--- src/rtl/pll_recfg_seq.sv ---
// pll_recfg_seq: retunes the memory-test PLL through the pll_cfg management
// port. On start it latches the M/K/C0 words, issues the fixed 8-write
// reconfiguration sequence, pulses pll_reset, then waits for pll_locked.
// Optional build macro RECFG_LOCK_TIMEOUT_EN adds a lock timeout (err flag).
module pll_recfg_seq #(
  parameter int unsigned GAP_CYCLES   = 7,
  parameter int unsigned RST_CYCLES   = 8,
  parameter int unsigned LOCK_TIMEOUT = 50000000
) (
  input  logic        clk,
  input  logic        rst_n,
  input  logic        start,
  input  logic [31:0] m_val,
  input  logic [31:0] k_val,
  input  logic [31:0] c_val,
  output logic        busy,
  output logic        done,
  output logic        err,
  output logic [5:0]  mgmt_address,
  output logic [31:0] mgmt_writedata,
  output logic        mgmt_write,
  input  logic        mgmt_waitrequest,
  input  logic        pll_locked,
  output logic        pll_reset
);

  typedef enum logic [2:0] {IDLE, WR, GAP, RST, LOCK, FIN} state_t;

  // Last cycle index of each timed phase; the shared counter restarts at 0
  // on entry to every phase.
  localparam logic [31:0] GAP_LAST    = (GAP_CYCLES > 0) ? 32'(GAP_CYCLES - 1) : 32'd0;
  localparam logic [31:0] RST_LAST    = (RST_CYCLES > 0) ? 32'(RST_CYCLES - 1) : 32'd0;
  // pll_locked lags the reset release, so it is ignored for this many cycles.
  localparam logic [31:0] LOCK_IGNORE = 32'd2;
`ifdef RECFG_LOCK_TIMEOUT_EN
  localparam logic [31:0] TO_LAST     = (LOCK_TIMEOUT > 0) ? 32'(LOCK_TIMEOUT - 1) : 32'd0;
`endif

  state_t      state_q, state_d;
  logic [2:0]  idx_q, idx_d;
  logic [31:0] cnt_q, cnt_d;
  logic [31:0] cnt_inc;
  logic [31:0] m_q, m_d;
  logic [31:0] k_q, k_d;
  logic [31:0] c_q, c_d;
`ifdef RECFG_LOCK_TIMEOUT_EN
  logic        err_q, err_d;
`endif

  // Saturating increment: long lock waits must never wrap the timer.
  assign cnt_inc = (cnt_q == 32'hFFFF_FFFF) ? cnt_q : cnt_q + 32'd1;

  // State, index, timer and latched configuration words.
  always_ff @(posedge clk or negedge rst_n) begin
    if (!rst_n) begin
      state_q <= IDLE;
      idx_q   <= '0;
      cnt_q   <= '0;
      m_q     <= '0;
      k_q     <= '0;
      c_q     <= '0;
    end else begin
      state_q <= state_d;
      idx_q   <= idx_d;
      cnt_q   <= cnt_d;
      m_q     <= m_d;
      k_q     <= k_d;
      c_q     <= c_d;
    end
  end

`ifdef RECFG_LOCK_TIMEOUT_EN
  // Sticky lock-timeout flag.
  always_ff @(posedge clk or negedge rst_n) begin
    if (!rst_n) begin
      err_q <= 1'b0;
    end else begin
      err_q <= err_d;
    end
  end
  assign err = err_q;
`else
  assign err = 1'b0;
`endif

  // Next-state logic; a start in any state (re)launches the sequence.
  always_comb begin
    state_d = state_q;
    idx_d   = idx_q;
    cnt_d   = cnt_inc;
    m_d     = m_q;
    k_d     = k_q;
    c_d     = c_q;
`ifdef RECFG_LOCK_TIMEOUT_EN
    err_d   = err_q;
`endif
    case (state_q)
      WR: begin
        if (!mgmt_waitrequest) begin
          cnt_d = '0;
          if (idx_q == 3'd7) begin
            state_d = RST;
          end else begin
            idx_d   = idx_q + 3'd1;
            state_d = (GAP_CYCLES == 0) ? WR : GAP;
          end
        end
      end
      GAP: begin
        if (cnt_q >= GAP_LAST) begin
          state_d = WR;
          cnt_d   = '0;
        end
      end
      RST: begin
        if (cnt_q >= RST_LAST) begin
          state_d = LOCK;
          cnt_d   = '0;
        end
      end
      LOCK: begin
        if (cnt_q >= LOCK_IGNORE && pll_locked) begin
          state_d = FIN;
        end
`ifdef RECFG_LOCK_TIMEOUT_EN
        else if (cnt_q >= TO_LAST) begin
          state_d = FIN;
          err_d   = 1'b1;
        end
`endif
      end
      FIN:     state_d = IDLE;
      default: state_d = IDLE;
    endcase
    if (start) begin
      state_d = WR;
      idx_d   = '0;
      cnt_d   = '0;
      m_d     = m_val;
      k_d     = k_val;
      c_d     = c_val;
`ifdef RECFG_LOCK_TIMEOUT_EN
      err_d   = 1'b0;
`endif
    end
  end

  // Write table: address/data for the current index while in WR.
  always_comb begin
    mgmt_address   = '0;
    mgmt_writedata = '0;
    if (state_q == WR) begin
      case (idx_q)
        3'd0: begin mgmt_address = 6'd0; mgmt_writedata = 32'h0;         end
        3'd1: begin mgmt_address = 6'd4; mgmt_writedata = m_q;           end
        3'd2: begin mgmt_address = 6'd7; mgmt_writedata = k_q;           end
        3'd3: begin mgmt_address = 6'd3; mgmt_writedata = 32'h0001_0000; end
        3'd4: begin mgmt_address = 6'd5; mgmt_writedata = c_q;           end
        3'd5: begin mgmt_address = 6'd9; mgmt_writedata = 32'h1;         end
        3'd6: begin mgmt_address = 6'd8; mgmt_writedata = 32'h7;         end
        default: begin mgmt_address = 6'd2; mgmt_writedata = 32'h0;      end
      endcase
    end
  end

  // A restart drops any pending write and releases pll_reset in the same cycle.
  assign mgmt_write = (state_q == WR)  && !start;
  assign pll_reset  = (state_q == RST) && !start;
  assign busy       = (state_q == WR) || (state_q == GAP) ||
                      (state_q == RST) || (state_q == LOCK);
  assign done       = (state_q == FIN);

endmodule

--- config.mk ---
export PLATFORM = sky130hd
export DESIGN_NAME = pll_recfg_seq
export DESIGN_NICKNAME = d
export VERILOG_FILES = /design/src/rtl/pll_recfg_seq.sv
export SDC_FILE = /design/constraint.sdc
export NUM_CORES = 1
export LEC_CHECK = 0
export ABC_AREA = 1
export BUFFER_PORTS_ARGS = -buffer_cell sky130_fd_sc_hd__buf_2
export CORE_MARGIN = 2
export CORE_UTILIZATION = 55
export CTS_BUF_LIST = sky130_fd_sc_hd__clkbuf_8
export CTS_CLUSTER_SIZE = 20
export DETAILED_ROUTE_END_ITERATION = 12
export PLACE_DENSITY_LB_ADDON = 0.15
export SLEW_MARGIN = 30
export SYNTH_ARGS = -nofsm -noshare
export SYNTH_HDL_FRONTEND = slang
export SYNTH_SLANG_ARGS = --single-unit
--- constraint.sdc ---
create_clock -name clk -period 2.21 [get_ports clk]
set_input_delay 0.442 -clock clk [delete_from_list [all_inputs] [get_ports clk]]
set_output_delay 0.442 -clock clk [all_outputs]
set_load 0.02 [all_outputs]
Yosys cells after proc, flatten, opt, wreduce, memory -nomap -nowiden
Index checks and enable logic that the tools add are counted.
{"block": "op_classes", "reduce_logical": 11, "add_sub_neg": 2, "eq_ne": 19, "muxes": 21, "n_lt_le_gt_ge": 3}
{"cell": "32-bit 2-to-1 mux", "count": 6}
{"cell": "32-bit case mux with 6 select lines", "count": 1}
{"cell": "32-bit case mux with 3 select lines", "count": 1}
{"cell": "32-bit by 3-bit >= comparator with 1-bit output (second input constant)", "count": 2}
{"cell": "32-bit by 1-bit adder with 32-bit output (second input constant)", "count": 1}
{"cell": "32-bit equality test (second input constant)", "count": 1}
{"cell": "32-bit by 2-bit >= comparator with 1-bit output (second input constant)", "count": 1}
{"cell": "4-bit case mux with 7 select lines", "count": 1}
{"cell": "3-bit 2-to-1 mux", "count": 9}
{"cell": "3-bit equality test (second input constant)", "count": 6}
{"cell": "3-bit by 2-bit equality test with 1-bit output (second input constant)", "count": 4}
{"cell": "3-bit != test (second input constant)", "count": 4}
{"cell": "3-bit case mux with 4 select lines", "count": 1}
{"cell": "3-bit by 1-bit equality test with 1-bit output (second input constant)", "count": 2}
{"cell": "6-bit 2-to-1 mux", "count": 1}
{"cell": "2-bit != test (second input constant)", "count": 2}
{"cell": "4-bit AND reduction", "count": 1}
{"cell": "3-bit by 1-bit adder with 3-bit output (second input constant)", "count": 1}
{"cell": "1-bit logical AND", "count": 3}
{"cell": "3-bit zero test", "count": 1}
{"cell": "1-bit logical OR", "count": 3}
{"cell": "3-bit AND reduction", "count": 1}
{"cell": "2-bit nonzero test", "count": 1}
{"cell": "1-bit zero test", "count": 1}
{"cell": "1-bit 2-to-1 mux", "count": 1}
{"block": "word_totals", "inputBits": 101, "output_inout_bits": 43, "register_bits": 134}

Logic depth before layout (Yosys ltp)
Gate-level depths: netlist of run 1.
{"block": "logic_depth", "word_depth": 5, "depth_mapped": 13, "ltp_nobuf": 13}

Least setup slack after synthesis of run 1
No wires, ideal clock.
{"block": "synth_path", "path_type": "flip-flop to output port", "from": "register idx_q[0]", "to": "output mgmt_writedata[22]", "stages_incl_launch_ff": 10, "slack_ns": 0.130, "required_ns": 1.768, "path_buffers": 1, "t_arrival_ns": 1.638, "cell_sequence": "dfrtp_1 > inv_1 > ha_1 > inv_1 > nor2_1 > clkbuf_1 > nand2_1 > o221ai_1 > nand2_1 > inv_1"}
{"block": "synth_between", "elab_chain_len": 3}
{"item": "from (decl)", "line": "40", "source": "logic [2:0] idx_q, idx_d;"}
{"item": "from (signal assigned)", "line": "64", "source": "idx_q <= idx_d;"}
{"item": "3-bit equality test, or another cell as far along", "line": "153", "source": "case (idx_q)"}
{"item": "32-bit case mux with 6 select lines (*)", "line": "153"}
{"item": "32-bit 2-to-1 mux (*)", "line": "152", "source": "if (state_q == WR) begin"}
{"item": "to (decl)", "line": "20", "source": "output logic [31:0] mgmt_writedata,"}
Mark *: on every way between the ends. The rest lies on a longest branch, timed or not.

Final worst setup path of run 1
{"block": "layout_path", "from": "register idx_q[1]", "to": "output mgmt_writedata[16]"}
The elaborated chain is that of the path after synthesis.

==> impl_results.md, run 1 <==
* Status: complete, but fails checks
* Violated checks: setup timing
* DP Cell Count at between 1000 and 1500
* Total gr overflow at 0
* Met3 usage at 0.0656
* Met1 usage at 0.377
* Die W at ~120 um
* Synth-to-layout area growth at 26.1%
* Initial DRT Pass Iterations at 5
* Via Count at between 6000 and 7000
* EDFF count, synth at 0
* Worst skew pair latency at between 400 and 500 ps
* Worst EP arrival at between 2000 and 2500 ps
* Most frequent cell after synthesis: nand2_1
* Die ar. at about 0.014 mm^2
* CP Max Fanout at 7
* Rel. slew slack at 0.564
* Starting Density at 0.556
* CTS HTree Levels at 4
* Maximum clock rate at 401 MHz
* WL final at just under 20 mm
* Met2 usage at 0.453
* Synthesized instance count at around 1000
* Final net count at between 1000 and 1500
* Worst-path clk slew at 80 ps
* Leak at 5.01 nW
* Setup TNS at -6560 ps
* Synth async-reset ratio at 1.00
* Post-DP HPWL at between 10 and 15 mm
* Worst setup margin at -286 ps
* Layout cells sized above 1 at 0.231
* CP Class: reg -> out
* Placer Congestion at between 0.9 and 1
* Cts bufs inserted at 17
* Routed WL per cell at around 14 um
* Post-synth top area share at 0.461
* CP max stage delay at 410 ps
* Layout fillers at between 1000 and 1500
* Synthesized area per cell at 7.15 um^2
* Core area at approximately 0.013 mm^2
* Setup crit start kind: flop
* # rows at 42
* Drt via density at ~5
* Peak supply drop at between 0.8 and 0.9 mV
* CTS Root Cell: clkbuf_8
* Number of remaining DRC errors at 0
* Synth Cell Area at between 0.007 and 0.008 mm^2
* Fin crit period at 2500 ps
* Dominant cells by area after synthesis: dfrtp_1 (46%), nand2_1 (18%), inv_1 (8.4%)
* Number of global-route vias before repair at between 6000 and 7000
* Worst Setup End Kind: primary output
* Pwr/cell area at approximately 780 mW/mm^2
* Non-filler cells, final at between 1000 and 1500
* Post-synth top cells: nand2_1 (352), inv_1 (162), dfrtp_1 (134)
* Synth area leader: dfrtp_1
* Fin Clk Skew at 14.8 ps
* Crit path buffers/inverters at 5
* Max Cap Viol at 0
* Chip Height at roughly 120 um
* RSZ-0062 raised after global routing: yes
* Initial antenna violation count at 1
* First-pass GRT wire length at ~32 mm
* Worst min-delay path class: in -> reg
* Family with the most delay on the worst path: buffers and inverters
* CTS tree: built
* Yosys reg bits at roughly 130
* Seq/Total Area, Yosys at 0.461
* Final Hold Viols at 0
* Ys Warns at 0
* Pin count of the biggest net entering global routing at between 150 and 200
* Gr busiest metal: met2
* Diode count at 0
* Port Buffer Count at 140
* Longest Clk Path Bufs at 2
* Slew @ Worst Pin at about 650 ps
* Required time worst endpoint at approximately 1800 ps
* Gr usage total at 0.283
* Final ANT Viol Nets at 0
* Cell variety after synth at 39
* Crit path cell chain: buf_4 -> ha_4 -> inv_4 -> nor2_4 -> buf_12 -> buf_12 -> a221oi_4 -> nor2_1 -> buf_4
* Max Transition Viols Final at 0
* Final setup fails at 36
* CP max stage cell: dfrtp_1
* Clock sink count at approximately 130
* Drt first-iter violations at just under 600
* I/O Pins at approximately 140
* Main flop type after synthesis: dfrtp_1
* Final worst-path cycle share at 1.13
-- worst reg2reg max path: cells and delay by family, from the launching register on --
kind | cells | cell delay, ps
flip-flops | 1 | 450
AND/OR/NAND/NOR | 8 | 1330
buffers and inverters | 1 | 40
-- cell families after synthesis --
kind of cell | Yosys count | share of synthesized area
AOI/OAI and AO/OA | 141 | 0.117
xor gates and xnor gates | 10 | 0.0120
adders and majority gates | 8 | 0.0138
buffers and inverters | 212 | 0.115
DFF | 134 | 0.461
other | 1 | 0.000516
and+or+nand+nor | 511 | 0.280
-- worst paths after layout --
path,slack [ps],start,depth (start not counted),to
setup reg to reg,300,cnt_q[7]$_DFF_PN0_,9,cnt_q[25]$_DFF_PN0_
hold reg to reg,480,k_q[19]$_DFFE_PN0P_,2,k_q[19]$_DFFE_PN0P_
min in group asynchronous,420,rst_n,2,cnt_q[9]$_DFF_PN0_
hold / removal,190,k_val[11],3,k_q[11]$_DFFE_PN0P_
setup / recovery,-290,idx_q[1]$_DFFE_PN0P_,9,mgmt_writedata[16]
max in group asynchronous,1000,rst_n,3,m_q[19]$_DFFE_PN0P_
-- placed cells by master (no fill, tap or decap), drive strengths merged, types with 9 or more instances in the layout --
| cell type | Yosys | final |
|---|---|---|
| dfrtp | 134 | 134 |
| nand2 | 357 | 357 |
| o221ai | 23 | 23 |
| nor3 | 11 | 11 |
| o21ai | 86 | 86 |
| xor2 | 9 | 9 |
| clkbuf | 22 | 20 |
| inv | 170 | 175 |
| nor2 | 105 | 105 |
| buf | 19 | 171 |
| nand3 | 30 | 30 |
-- per-layer routing --
| metal | share of wire | vias up |
|---|---|---|
| met3 | 0.063 | 42 |
| met2 | 0.48 | 235 |
| met5 | 0.00067 | - |
| met1 | 0.44 | 3235 |
| met4 | 0.023 | 2 |
| li1 | - | 3442 |
-- registers in the layout (all words and copies together) (netlist names) --
name	count
m_q	32
cnt_q	32
k_q	32
c_q	32
idx_q	3
state_q	3
-- stage by stage --
stage               power [mW]  hold WS (ps)  setup WS [ps]   util  instance area [um^2]
floorplan                 3.93           146            130      -                  7280
global placement          4.59           342            164  0.627                  8210
detailed placement        4.62           344           75.7  0.627                  8210
CTS                       7.06           176           -239  0.692                  9050
global route              7.56           182           -370  0.701                  9170
finish                    7.19           192           -286  0.701                  9170
-- layout make-up --
cell class / count / area [um^2] / share of cell area
clock buffers: 20 / 275 / 0.0300
clock inverters: 12 / 141 / 0.0154
inverters: 171 / 651 / 0.0710
multi-input cells: 673 / 3300 / 0.360
flip-flops and latches: 134 / 3360 / 0.366
well taps: 176 / 220 / 0.0240
repair buffers: 172 / 1230 / 0.134
-- report_power, final --
group	switching, mW	internal [mW]
sequential	0.117	2.66
combinational	1.41	0.872
clock	1.03	1.11
-- timing repair --
item                                    in CTS  in global routing
endpoints found under the setup margin      37                 37
gates resized for setup                    112                 23
setup buffers                                6                  2
hold endpoints to repair                    18                  0
cloned                                       2                  1
pin swaps                                   14                  7
hold buffers                                 1                  0
Note: power is estimated with default switching activity, not from simulation.
==> run 2, diff against run 1 <==
--- a/config.mk
+++ b/config.mk
@@ -9,7 +9,6 @@
 export BUFFER_PORTS_ARGS = -buffer_cell sky130_fd_sc_hd__buf_2
 export CORE_MARGIN = 2
 export CORE_UTILIZATION = 55
-export CTS_BUF_LIST = sky130_fd_sc_hd__clkbuf_8
 export CTS_CLUSTER_SIZE = 20
 export DETAILED_ROUTE_END_ITERATION = 12
 export PLACE_DENSITY_LB_ADDON = 0.15
==> run 2 against run 1 <==
- the run still ends with setup timing left
- global-route usage is 0.10 points higher
- utilization is 3.3 points higher
- first-iteration DRC count is 16% lower
- cell area is 4.8% higher
- hold slack better by 29 ps
- die area stayed put
- routed wire length is 4.8% higher
- count of clock-buffer cells in the layout stayed put
- critical endpoint is now mgmt_address[1]
==> impl_results.md, run 2 (synthesized netlist as in run 1, its figures left out) <==
* Status: complete, but fails checks
* Violated checks: setup timing
* Total gr overflow at 0 (unchanged)
* Synth-to-layout area growth at 32.1%
* Clock sink count at 134 (unchanged)
* Initial DRT Pass Iterations at 5 (unchanged)
* Cts bufs inserted at 17 (unchanged)
* Fin crit period at 2490 ps (-8.69 ps)
* Via Count at 7096 (+2.0%)
* Worst Setup EP: mgmt_address[1]
* # rows at 42 (unchanged)
* CTS HTree Levels at 4 (unchanged)
* Maximum clock rate at 402 MHz (+0.35%)
* Post-DP HPWL at 13.2 mm (unchanged)
* Final worst-path cycle share at 1.13 (-0.00393)
* Crit. Startpoint: idx_q[0]$_DFFE_PN0P_
* Setup TNS at -5320 ps (+1250 ps)
* Die ar. at 0.0142 mm^2 (unchanged)
* Drt first-iter violations at 495 (-16%)
* Non-filler cells, final at 1361 (+0.22%)
* CP Class: reg -> out
* Worst-path clk slew at 60 ps (-20 ps)
* Required time worst endpoint at 1770 ps (about the same)
* Final ANT Viol Nets at 0 (unchanged)
* Setup crit start kind: flop
* Final setup fails at 35 (-2.8%)
* Switching Power at 2.77 mW (+8.5%)
* Commonest non-fill, non-tap cell in the layout: nand2_1
* Starting Density at 0.556 (unchanged)
* Core area at 0.0131 mm^2 (unchanged)
* Die W at 119 um (unchanged)
* Switch share at 0.339 (-0.0157)
* Pin count of the biggest net entering global routing at 167 (unchanged)
* Gr usage total at 0.284 (+0.00104)
* Final net count at 1281 (+0.23%)
* Worst skew pair latency at 420 ps (-20 ps)
* Max Cap Viol at 0 (unchanged)
* Hold slack final at 220 ps (+28.7 ps)
* Reg2reg end: cnt_q[25]$_DFF_PN0_
* Peak supply drop at 0.580 mV (-28%)
* Number of remaining DRC errors at 0 (unchanged)
* Slew @ Worst Pin at 645 ps (-9.27 ps)
* Placed cell area at 0.00821 mm^2 (unchanged)
* Leak at 5.21 nW (+4.1%)
* Layout fillers at 1005 (-10%)
* Final Util at 0.734 (+0.0333)
* RSZ-0062 raised after global routing: yes
* Drt via density at 5.21 (+1.8%)
* First-pass GRT wire length at 32.1 mm (-0.11%)
* Number of global-route vias before repair at 6763 (-0.94%)
* Worst setup margin at -277 ps (+8.69 ps)
* R2R setup slack at 320 ps (+20 ps)
* Finished Cell Area at 0.00960 mm^2 (+4.8%)
* Power Total at 8.17 mW (+14%)
* Placer Congestion at 0.937 (unchanged)
* Reg power frac at 0.341 (-0.045)
* Longest Clk Path Bufs at 2 (unchanged)
* Reg2reg path depth at 9 (unchanged)
* Chip Height at 119 um (unchanged)
* Reg-to-Reg Start: cnt_q[7]$_DFF_PN0_
* I/O Pins at 144 (unchanged)
* Most frequent cells in the layout: nand2_1 (336), inv_1 (150), dfrtp_1 (132)
* Final Hold Viols at 0 (unchanged)
* Power share of the clock group at 0.356 (+0.059)
* Rel. slew slack at 0.570 (+0.00618)
* CTS Root Cell: clkbuf_16
* Port Buffer Count at 140 (unchanged)
* Max Transition Viols Final at 0 (unchanged)
* Fin Clk Skew at 7.80 ps (-7.00 ps)
* Logic gate share of total power at 0.303 (-0.014)
* WL final at 20.4 mm (+4.8%)
* Place WS at 75.7 ps (unchanged)
* CTS tree: built
* Worst Setup End Kind: primary output
* Diode count at 0 (unchanged)
* CP Max Fanout at 3 (-4)
* Initial antenna violation count at 1 (unchanged)
* Routed WL per cell at 15.0 um (+4.5%)
* Worst min-delay path class: in -> reg
* Pwr/cell area at 851 mW/mm^2 (+8.4%)
* Worst EP arrival at 2050 ps (about the same)
* DP Cell Count at 1314 (unchanged)
* Layout cells sized above 1 at 0.251 (+0.0197)
* Pint at 5.40 mW (+16%)
-- run 2: cell count changes in the layout (fill, tap and decap cells not counted), sizes merged --
cell and change:
buf +2, clkbuf +1
-- run 2: worst max-delay path, cell delays in order, from the launching register on --
cell	delay, ps
dfrtp_1	390
inv_2	90
ha_4	190
buf_4	130
o21ai_2	120
buf_4	130
nand4_1	90
a31oi_1	280
buf_4	200
-- run 2: repair_timing --
item	in CTS	in global routing
hold endpoints to repair	18	0
gates cloned	3	1
pin swaps	11	23
endpoints found under the setup margin	35	37
hold buffers	1	0
gates resized for setup	88	91
buffers inserted	3	8
-- run 2: cell type report --
cell class / count / area (um^2) / area share
clock buffer: 20 / 467 / 0.0486
clock inverter: 12 / 141 / 0.0147
inverter: 171 / 651 / 0.0678
multi-input combinational: 673 / 3470 / 0.361
sequential: 134 / 3360 / 0.349
tap: 176 / 220 / 0.0229
timing repair buffer: 175 / 1300 / 0.136
-- run 2: power groups by stage --
stage	clock [mW]	sequential, mW	combinational (mW)
floorplan	0	2.78	1.15
CTS	2.92	2.78	2.10
detailed placement	0	2.81	1.81
global placement	0	2.80	1.79
global route	3.05	2.81	2.66
finish	2.91	2.79	2.47
-- run 2: worst min path at each step --
stage / from / end / cells after the start
2_1_floorplan: rst_n / c_q[0]$_DFFE_PN0P_ / 0
3_3_place_gp: rst_n / state_q[2]$_DFFE_PN0P_ / 1
3_5_place_dp: rst_n / state_q[2]$_DFFE_PN0P_ / 1
4_1_cts: k_val[11] / k_q[11]$_DFFE_PN0P_ / 3
5_1_grt: k_val[18] / k_q[18]$_DFFE_PN0P_ / 3
6_report: k_val[11] / k_q[11]$_DFFE_PN0P_ / 3
-- run 2: metal layers --
metal	routed length (um)	track usage	vias up
met4	666	0.121	2
li1	-	-	3444
met5	13	0	-
met2	9790	0.443	257
met3	1270	0.0714	55
met1	8630	0.379	3338
